<file path="src/rtl/ring_keypad_scanner_pkg.sv">
// Shared constants, FSM state type and one-hot helpers for the ring keypad scanner.
package ring_keypad_scanner_pkg;

  localparam int unsigned KEY_W    = 4;
  localparam int unsigned NUM_COLS = 4;
  localparam int unsigned NUM_ROWS = 4;
  localparam int unsigned COL_W    = 2;
  localparam int unsigned SNAP_W   = NUM_COLS * NUM_ROWS;

  typedef enum logic [1:0] {IDLE, DEBOUNCE, HELD} scan_state_e;

  // True when exactly one bit of v is set.
  function automatic logic is_onehot(input logic [SNAP_W-1:0] v);
    return (v != '0) && ((v & (v - SNAP_W'(1))) == '0);
  endfunction

  // Index of the set bit; only meaningful when v is one-hot.
  function automatic logic [KEY_W-1:0] onehot_to_idx(input logic [SNAP_W-1:0] v);
    logic [KEY_W-1:0] idx;
    idx = '0;
    for (int i = 0; i < int'(SNAP_W); i++) begin
      if (v[i]) idx = KEY_W'(i);
    end
    return idx;
  endfunction

endpackage

</file>
<file path="src/rtl/keypad_snapshot_assembler.sv">
// Collects one row sample per ring phase into a 16-bit snapshot per full rotation.
module keypad_snapshot_assembler
  import ring_keypad_scanner_pkg::*;
(
  input  logic                clk,
  input  logic                reset,
  input  logic [NUM_COLS-1:0] ring,
  input  logic [NUM_ROWS-1:0] row,
  output logic [SNAP_W-1:0]   snapshot,
  output logic                snap_done,
  output logic                ring_bad
);

  logic [SNAP_W-1:0]   scan_acc, acc_next;
  logic [NUM_COLS-1:0] seen, seen_next;
  logic [KEY_W-1:0]    col_idx;
  logic [COL_W-1:0]    col;
  logic                ring_ok;

  assign ring_ok  = is_onehot(SNAP_W'(ring));
  assign ring_bad = ~ring_ok;
  assign col_idx  = onehot_to_idx(SNAP_W'(ring));
  assign col      = col_idx[COL_W-1:0];

  // Next accumulator/seen state for this cycle's column sample.
  always_comb begin
    acc_next  = scan_acc;
    seen_next = seen;
    if (!ring_ok) begin
      acc_next  = '0;
      seen_next = '0;
    end else if (seen[col]) begin
      // Column revisited before the rotation completed: restart from this column.
      acc_next                          = '0;
      acc_next[col*NUM_ROWS +: NUM_ROWS] = row;
      seen_next                         = '0;
      seen_next[col]                    = 1'b1;
    end else begin
      acc_next[col*NUM_ROWS +: NUM_ROWS] = row;
      seen_next[col]                    = 1'b1;
    end
  end

  // Accumulator registers; publish the snapshot once every column has been seen.
  always_ff @(posedge clk or posedge reset) begin
    if (reset) begin
      scan_acc  <= '0;
      seen      <= '0;
      snapshot  <= '0;
      snap_done <= 1'b0;
    end else begin
      snap_done <= 1'b0;
      if (seen_next == '1) begin
        snap_done <= 1'b1;
        snapshot  <= acc_next;
        scan_acc  <= '0;
        seen      <= '0;
      end else begin
        scan_acc <= acc_next;
        seen     <= seen_next;
      end
    end
  end

endmodule

</file>
<file path="src/rtl/ring_keypad_scanner.sv">
// Keypad scanner: debounces ring-strobed snapshots and emits one key code per press.
module ring_keypad_scanner
  import ring_keypad_scanner_pkg::*;
#(
  parameter int unsigned DEBOUNCE_SCANS = 4,
  parameter int unsigned CNT_W          = 4
) (
  input  logic                clk,
  input  logic                reset,
  input  logic [NUM_COLS-1:0] ring,
  input  logic [NUM_ROWS-1:0] row,
  input  logic                key_ready,
  input  logic                clear_err,
  output logic [KEY_W-1:0]    key_code,
  output logic                key_valid,
  output logic                multi_err,
  output logic                ovf_err,
  output logic                ring_err
);

  localparam logic [CNT_W-1:0] DEB_N = CNT_W'(DEBOUNCE_SCANS);

  logic [SNAP_W-1:0] snapshot;
  logic              snap_done;
  logic              ring_bad;

  scan_state_e       state_q, state_d;
  logic [SNAP_W-1:0] cand_q, cand_d;
  logic [CNT_W-1:0]  cnt_q, cnt_d;
  logic [CNT_W-1:0]  rel_cnt_q, rel_cnt_d;
  logic              accept, emit, multi_set, ovf_set;
  logic [KEY_W-1:0]  key_code_d;
  logic              key_valid_d, multi_err_d, ovf_err_d, ring_err_d;

  keypad_snapshot_assembler u_assembler (
    .clk       (clk),
    .reset     (reset),
    .ring      (ring),
    .row       (row),
    .snapshot  (snapshot),
    .snap_done (snap_done),
    .ring_bad  (ring_bad)
  );

  // Debounce FSM: advances only on completed snapshots.
  always_comb begin
    state_d   = state_q;
    cand_d    = cand_q;
    cnt_d     = cnt_q;
    rel_cnt_d = rel_cnt_q;
    accept    = 1'b0;
    if (snap_done) begin
      case (state_q)
        IDLE: begin
          if (snapshot != '0) begin
            cand_d  = snapshot;
            cnt_d   = CNT_W'(1);
            state_d = DEBOUNCE;
          end
        end
        DEBOUNCE: begin
          if (snapshot == '0) begin
            cnt_d   = '0;
            state_d = IDLE;
          end else if (snapshot == cand_q) begin
            cnt_d = cnt_q + CNT_W'(1);
          end else begin
            cand_d = snapshot;
            cnt_d  = CNT_W'(1);
          end
        end
        HELD: begin
          if (snapshot == '0) begin
            rel_cnt_d = rel_cnt_q + CNT_W'(1);
            if (rel_cnt_d == DEB_N) begin
              rel_cnt_d = '0;
              state_d   = IDLE;
            end
          end else begin
            rel_cnt_d = '0;
          end
        end
        default: state_d = IDLE;
      endcase
      // Shared acceptance, so a single-scan debounce accepts straight out of IDLE.
      if (state_d == DEBOUNCE && cnt_d == DEB_N) begin
        accept    = 1'b1;
        cnt_d     = '0;
        rel_cnt_d = '0;
        state_d   = HELD;
      end
    end
  end

  assign emit      = accept & is_onehot(cand_d);
  assign multi_set = accept & ~is_onehot(cand_d);

  // Output register and sticky flags; a full, unconsumed register drops the new event.
  always_comb begin
    key_valid_d = key_valid & ~key_ready;
    key_code_d  = key_code;
    ovf_set     = 1'b0;
    if (emit) begin
      if (key_valid && !key_ready) begin
        ovf_set = 1'b1;
      end else begin
        key_code_d  = onehot_to_idx(cand_d);
        key_valid_d = 1'b1;
      end
    end
    multi_err_d = (multi_err & ~clear_err) | multi_set;
    ovf_err_d   = (ovf_err & ~clear_err) | ovf_set;
    ring_err_d  = (ring_err & ~clear_err) | ring_bad;
  end

  // State and output registers.
  always_ff @(posedge clk or posedge reset) begin
    if (reset) begin
      state_q   <= IDLE;
      cand_q    <= '0;
      cnt_q     <= '0;
      rel_cnt_q <= '0;
      key_code  <= '0;
      key_valid <= 1'b0;
      multi_err <= 1'b0;
      ovf_err   <= 1'b0;
      ring_err  <= 1'b0;
    end else begin
      state_q   <= state_d;
      cand_q    <= cand_d;
      cnt_q     <= cnt_d;
      rel_cnt_q <= rel_cnt_d;
      key_code  <= key_code_d;
      key_valid <= key_valid_d;
      multi_err <= multi_err_d;
      ovf_err   <= ovf_err_d;
      ring_err  <= ring_err_d;
    end
  end

endmodule
</file>
<file path="config.mk">
export PLATFORM = sky130hd
export DESIGN_NAME = ring_keypad_scanner
export DESIGN_NICKNAME = d
export VERILOG_FILES = /design/src/rtl/ring_keypad_scanner_pkg.sv /design/src/rtl/keypad_snapshot_assembler.sv /design/src/rtl/ring_keypad_scanner.sv
export SDC_FILE = /design/constraint.sdc
export NUM_CORES = 1
export LEC_CHECK = 0
export CORE_MARGIN = 1.5
export CORE_UTILIZATION = 38
export CTS_CLUSTER_DIAMETER = 100
export DETAILED_ROUTE_END_ITERATION = 8
export SLEW_MARGIN = 0
export SYNTH_ARGS = -nofsm -noshare
export SYNTH_HDL_FRONTEND = slang
export SYNTH_SLANG_ARGS = --single-unit
export TNS_END_PERCENT = 20
</file>
<file path="constraint.sdc">
create_clock -name clk -period 4.3 [get_ports clk]
set_input_delay 0.43 -clock clk [delete_from_list [all_inputs] [get_ports clk]]
set_output_delay 0.43 -clock clk [all_outputs]
set_load 0.02 [all_outputs]
</file>
==> out/qor.yml, run 1 <==
reg2regPathDepth: 10
synthSimpleGateAreaFrac: 0.227
finalSetupViolations: 0
antenna_found_initial: 0
htreeDepth: 3
power.leakage_nw: 2.24
grt_start_max_net_pins: 47
clock_path_buffers: 2
synth_seq_cells: 71
max_slew_margin: 0.333
switchingPower_mw: 0.384
crit_slowest_cell: "a2111oi_1"
arrival_ns: 4.18
fp-row-count: 37
hp-start: "ring_err$_DFF_PP0_"
drt-pass1-iter-count: 5
dp.cells: 603
drive_gt1_frac: 0.126
crit_chain: "nor4_1 > nand4_1 > nand2_1 > nor2_2 > a2111oi_1 > nand4_1 > o41ai_1 > a21oi_1 > nor4_4 > mux2_1"
tns_ns: 0
initial_core_util: 0.390
min_period_ns: 3.93
synthXorXnorAreaFrac: 0.0391
power_mw: 1.42
first_iter_violations: 297
startpoint: "u_assembler.snapshot[10]$_DFFE_PP0P_"
wl_per_cell_um: 17.0
tritoncts: "built"
timing.rr.end: "key_code[2]$_DFFE_PP0P_"
maxSlewViolCount: 0
hold_class: "flip-flop to flip-flop"
synthAdderAreaFrac: 0.00931
drv_cap: 0
fin_skew_ns: 0.00488
async_reset_ff_frac: 1.00
synth-edff-count: 0
clk_latency_ns: 0.35
final_cells: 619
die-height_um: 106
die_x_um: 106
outcome: "complete, no violations"
synth_fp_nets: 465
grt.total_usage: 0.198
area_growth_pct: 15.6
gp_congestion: 0.942
design_area_sq_um: 4660
ant_nets: 0
vias: 3561
syn_inst: 450
swShare: 0.271
n_antenna_cell: 0
synth_compound_area_frac: 0.220
grt_pass1_vias: 3380
p_seq_frac: 0.490
wl_um: 10500
io_buffers: 19
postCtsSetupBuffers: 0
crit_path_end_kind: "flip-flop"
cts_made_buffers: 9
fill_cells: 1006
cts_hold_buf: 0
p_clk_frac: 0.409
rsz0062_at_grt: "no"
syn_avg_cell_area_sq_um: 8.96
clk_root_buffer_cell: "clkbuf_8"
crit_fanout: 7
slowest_delay_ns: 0.67
fmax_mhz: 254
placed_cell_area_sq_um: 4440
cts.repair.resized: 0
cp-endpoint: "key_code[2]$_DFFE_PP0P_"
r2r_slack_ns: 0.37
core_area_sq_um: 10300
dp_hpwl_um: 7610
fin_nets: 493
grt_pass1_wl_um: 17300
fin_crit_sh: 0.915
utilization: 0.451
max-vdd-ir-drop_mv: 0.168
tightestPinTransition_ns: 0.999
crit_path_frequent_cell: "nand4_1"
r2r-start: "u_assembler.snapshot[10]$_DFFE_PP0P_"
clkSlewWorstSetupHoldPaths_ns: 0.08
ys_seq_area_frac: 0.441
startpoint_type: "flip-flop"
p_int_mw: 1.03
pin_count: 20
drcViolationCount: 0
yosysWarnings: 0
criticalPathCategory: "flip-flop to flip-flop"
synth_cell_type_count: 67
routed_via_density: 5.75
required_ns: 4.54
grt-ovfl-total: 0
clock_sinks: 71
p_comb_frac: 0.101
synthMuxAreaShare: 0.0180
fp.dieArea_sq_um: 11200
ys.flop_type: "dfrtp_1"
synth_top_family_by_area: "simple AND/OR/NAND/NOR gates"
powerDensity_nw_per_um2: 304
hold_violations: 0
netlist_area_sq_um: 4030
-- flip-flops by register name, summed over array words and instances, names as in the netlist --
name                   count
u_assembler.snapshot      16
u_assembler.seen           4
cand_q                    16
ovf_err                    1
cnt_q                      4
u_assembler.scan_acc      16
key_valid                  1
ring_err                   1
state_q                    2
rel_cnt_q                  4
u_assembler.snap_done      1
key_code                   4
multi_err                  1
-- worst max-delay path, delay by kind of cell, from the launching register on --
family          cells  cell delay (ns)
flops               1             0.46
simple gates        6             1.85
mux                 1             0.35
compound gates      3             1.16
-- Yosys cell counts (5+ instances only) --
master / instances / area, sq um
nor4_1: 5 / 31.3
nand2_1: 47 / 176
xor2_1: 17 / 149
inv_1: 20 / 75.1
and3_1: 10 / 62.6
o21ai_0: 26 / 130
nor3_1: 6 / 30.0
dfrtp_1: 71 / 1780
o211a_1: 5 / 50.1
clkbuf_1: 16 / 60.1
a21oi_1: 42 / 210
nand2b_1: 5 / 31.3
o211ai_1: 6 / 45.0
nand3_1: 12 / 60.1
nor2_1: 53 / 199
mux2i_1: 5 / 50.1
a21o_1: 5 / 37.5
-- power by group through the flow --
stage	sequential, mW	clock (mW)	combinational, mW
floorplan	0.702	0	0.0914
global placement	0.707	0	0.142
detailed placement	0.707	0	0.143
CTS	0.693	0.592	0.144
global route	0.695	0.624	0.160
finish	0.694	0.579	0.143
-- logic make-up (layout without fill, tap and decap cells) --
| family | after synthesis | after routing |
|---|---|---|
| adder cells (fa/ha/maj) | 3 | 3 |
| flip-flops | 71 | 71 |
| AO/OA/AOI/OAI | 130 | 130 |
| multiplexers | 7 | 7 |
| AND/OR/NAND/NOR | 176 | 176 |
| buffers and inverters | 45 | 78 |
| XOR/XNOR | 18 | 18 |
-- cell type report --
cell class	count	area, sq um	area share
multi-input cells	334	2070	0.445
well taps	136	170	0.0365
flip-flops and latches	71	1780	0.382
inverters	24	90.1	0.0193
clock inverters	5	63.8	0.0137
clock buffers	11	151	0.0325
repair buffers	38	333	0.0715
-- stage by stage --
stage / hold slack [ns] / setup slack (ns)
after floorplan: 0.488 / 0.906
after global placement: 0.463 / 0.492
after detailed placement: 0.468 / 0.424
after CTS: 0.487 / 0.401
after global routing: 0.517 / 0.0376
final: 0.480 / 0.366
-- routing by layer --
metal,vias to the layer above,part of all wire,global-route usage
met5,-,0,0
met4,0,0.033,0.101
met3,33,0.059,0.0349
met2,127,0.44,0.295
met1,1729,0.46,0.275
li1,1672,-,-
-- cells in the final DEF (no fill, tap or decap), types with 4 or more instances in the layout --
cell,instances
nor4_1,5
nor3_1,6
a22o_1,4
clkdlybuf4s50_1,19
nand3_1,12
a211oi_1,4
inv_1,19
nor2b_1,4
a21o_1,5
xor2_1,17
or3_1,4
nor4_2,4
mux2i_1,5
nor2_1,53
a21oi_1,42
buf_4,19
o22ai_1,4
nand2_1,47
inv_2,5
dfrtp_1,71
a22oi_1,4
and3_1,10
o211a_1,5
clkbuf_8,11
nand2b_1,5
o21ai_0,26
o211ai_1,6
-- how the worst min path moves through the flow --
stage,end,slack (ns),cells after the start
5_1_grt,ovf_err$_DFF_PP0_,0.52,1
3_5_place_dp,ring_err$_DFF_PP0_,0.47,1
6_report,ring_err$_DFF_PP0_,0.48,1
4_1_cts,ring_err$_DFF_PP0_,0.49,1
2_1_floorplan,rel_cnt_q[3]$_DFFE_PP0P_,0.49,1
3_3_place_gp,ring_err$_DFF_PP0_,0.46,1
Note: power is estimated with default switching activity, not from simulation.
==> run 2: changes to the inputs <==
- CELL_PAD_IN_SITES_DETAIL_PLACEMENT: default -> 1
- CELL_PAD_IN_SITES_GLOBAL_PLACEMENT: default -> 2
- CORE_UTILIZATION: 38 -> 25
- PLACE_DENSITY_LB_ADDON: default -> 0.1
==> out/qor.yml, run 2 (synthesized netlist as in run 1, its figures left out) <==
outcome: "complete, no violations"
die-height_um: 130  # +23%
final_common_cell: "dfrtp_1"
fmax_mhz: 255  # +0.11%
cts_hold_buf: 0  # unchanged
hold_class: "flip-flop to flip-flop"
dp_hpwl_um: 9940  # +31%
finalSetupViolations: 0  # unchanged
max_slew_margin: 0.481  # +0.148
rsz0062_at_grt: "no"
drt-pass1-iter-count: 4  # -1
crit_path_end_kind: "flip-flop"
fp-row-count: 46  # +24%
hold_violations: 0  # unchanged
fp.dieArea_sq_um: 16900  # +50%
grt-ovfl-total: 0  # unchanged
clock_sinks: 71  # unchanged
cts.repair.resized: 0  # unchanged
fin_skew_ns: 0.00774  # +0.00287 ns
cts_made_buffers: 9  # unchanged
tightestPinTransition_ns: 0.779  # -0.221 ns
wl_per_cell_um: 18.7  # +10%
postCtsSetupBuffers: 0  # unchanged
initial_core_util: 0.255  # -0.136
powerDensity_nw_per_um2: 340  # +12%
max-vdd-ir-drop_mv: 0.173  # +3.4%
maxSlewViolCount: 0  # unchanged
fin_crit_sh: 0.914  # -0.00102
crit_chain: "xor2_1 > nor4_2 > nand4_4 > o211ai_1 > o211a_1 > inv_2 > or3_1 > nor4b_1 > o311ai_2 > nor4_4 > mux2_1"
area_growth_pct: 22.1
required_ns: 4.52  # -0.02 ns
core_area_sq_um: 15800  # +53%
io_buffers: 19  # unchanged
final_cells: 704  # +14%
gp_congestion: 0.820  # -13%
grt.total_usage: 0.171  # -0.0266
htreeDepth: 3  # unchanged
wl_um: 13200  # +25%
arrival_ns: 4.15  # -0.03 ns
grt_pass1_wl_um: 21600  # +25%
clk_latency_ns: 0.34  # about the same
mostFrequentLayoutCells: "dfrtp_1 (71), nor2_1 (53), nand2_1 (47)"
crit_slowest_cell: "nor4_2"
grt_pass1_vias: 3785  # +12%
antenna_found_initial: 0  # unchanged
slowest_delay_ns: 0.48  # -0.19 ns
pin_count: 20  # unchanged
startpoint_type: "flip-flop"
criticalPathCategory: "flip-flop to flip-flop"
ant_nets: 0  # unchanged
die_x_um: 130  # +23%
fill_cells: 1846  # +83%
clock_path_buffers: 2  # unchanged
grt_start_max_net_pins: 41  # -13%
drive_gt1_frac: 0.137  # +0.0110
clkSlewWorstSetupHoldPaths_ns: 0.06  # -0.02 ns
holdWs_ns: 0.478  # -0.00191 ns
drv_cap: 0  # unchanged
min_period_ns: 3.93  # -0.00437 ns
top_regs: "cand_q x16, u_assembler.scan_acc x16, u_assembler.snapshot x16"
vias: 3499  # -1.7%
clk_root_buffer_cell: "clkbuf_16"
routed_via_density: 4.97  # -14%
tns_ns: 0  # unchanged
fin_nets: 498  # +1.0%
tritoncts: "built"
drcViolationCount: 0  # unchanged
first_iter_violations: 192  # -35%
n_antenna_cell: 0  # unchanged
dp.cells: 688  # +14%
crit_fanout: 15  # +8
power.leakage_nw: 2.31  # +3.4%
## run 2: final timing paths
check                           slack (ns)                                 from                       endpoint  cells after the start
worst max-delay path                  0.37  u_assembler.snapshot[4]$_DFFE_PP0P_        key_code[2]$_DFFE_PP0P_                     11
worst min-delay path                  0.48                   ring_err$_DFF_PP0_             ring_err$_DFF_PP0_                      1
worst max register to register        0.37  u_assembler.snapshot[4]$_DFFE_PP0P_        key_code[2]$_DFFE_PP0P_                     11
worst min register to register        0.48                   ring_err$_DFF_PP0_             ring_err$_DFF_PP0_                      1
max in group asynchronous             2.74                                reset            cand_q[6]$_DFF_PP0_                      3
min in group asynchronous             0.54                                reset  u_assembler.seen[1]$_DFF_PP0_                      2
## run 2: worst max-delay path, delay by kind of cell (launching register included)
family / cells / cell delay, ns
simple gates: 5 / 1.98
compound gates: 3 / 0.70
flops: 1 / 0.45
mux: 1 / 0.34
xor+xnor: 1 / 0.24
buf+inv: 1 / 0.08
## run 2: power by group
part | total, mW | internal [mW] | switching (mW)
registers | 0.694 | 0.681 | 0.0137
logic | 0.153 | 0.0491 | 0.103
clock network | 0.824 | 0.524 | 0.301
## run 2: area by class of cell
| cell class | count | area, sq um | area share |
|---|---|---|---|
| multi-input combinational | 334 | 2090 | 0.425 |
| inverter | 24 | 90.1 | 0.0183 |
| clock buffer | 11 | 243 | 0.0493 |
| timing repair buffer | 43 | 370 | 0.0752 |
| sequential | 71 | 1780 | 0.361 |
| clock inverter | 5 | 81.3 | 0.0165 |
| tap | 216 | 270 | 0.0549 |
## run 2: per-stage QoR
stage,total power [mW],area [sq um],utilization,worst slack [ns]
after floorplan,0.793,4030,-,0.906
after global placement,0.862,4580,0.289,0.267
after detailed placement,0.862,4580,0.289,0.183
after CTS,1.70,4900,0.310,0.173
after global routing,1.74,4920,0.311,0.0268
final,1.67,4920,0.311,0.371
## run 2: per-layer routing
metal / share of wire / vias to the layer above / GRT usage
met3: 0.026 / 17 / 0.0275
met1: 0.49 / 1760 / 0.235
met5: 0 / - / 0
met4: 0.020 / 0 / 0.0641
li1: - / 1683 / -
met2: 0.46 / 39 / 0.273
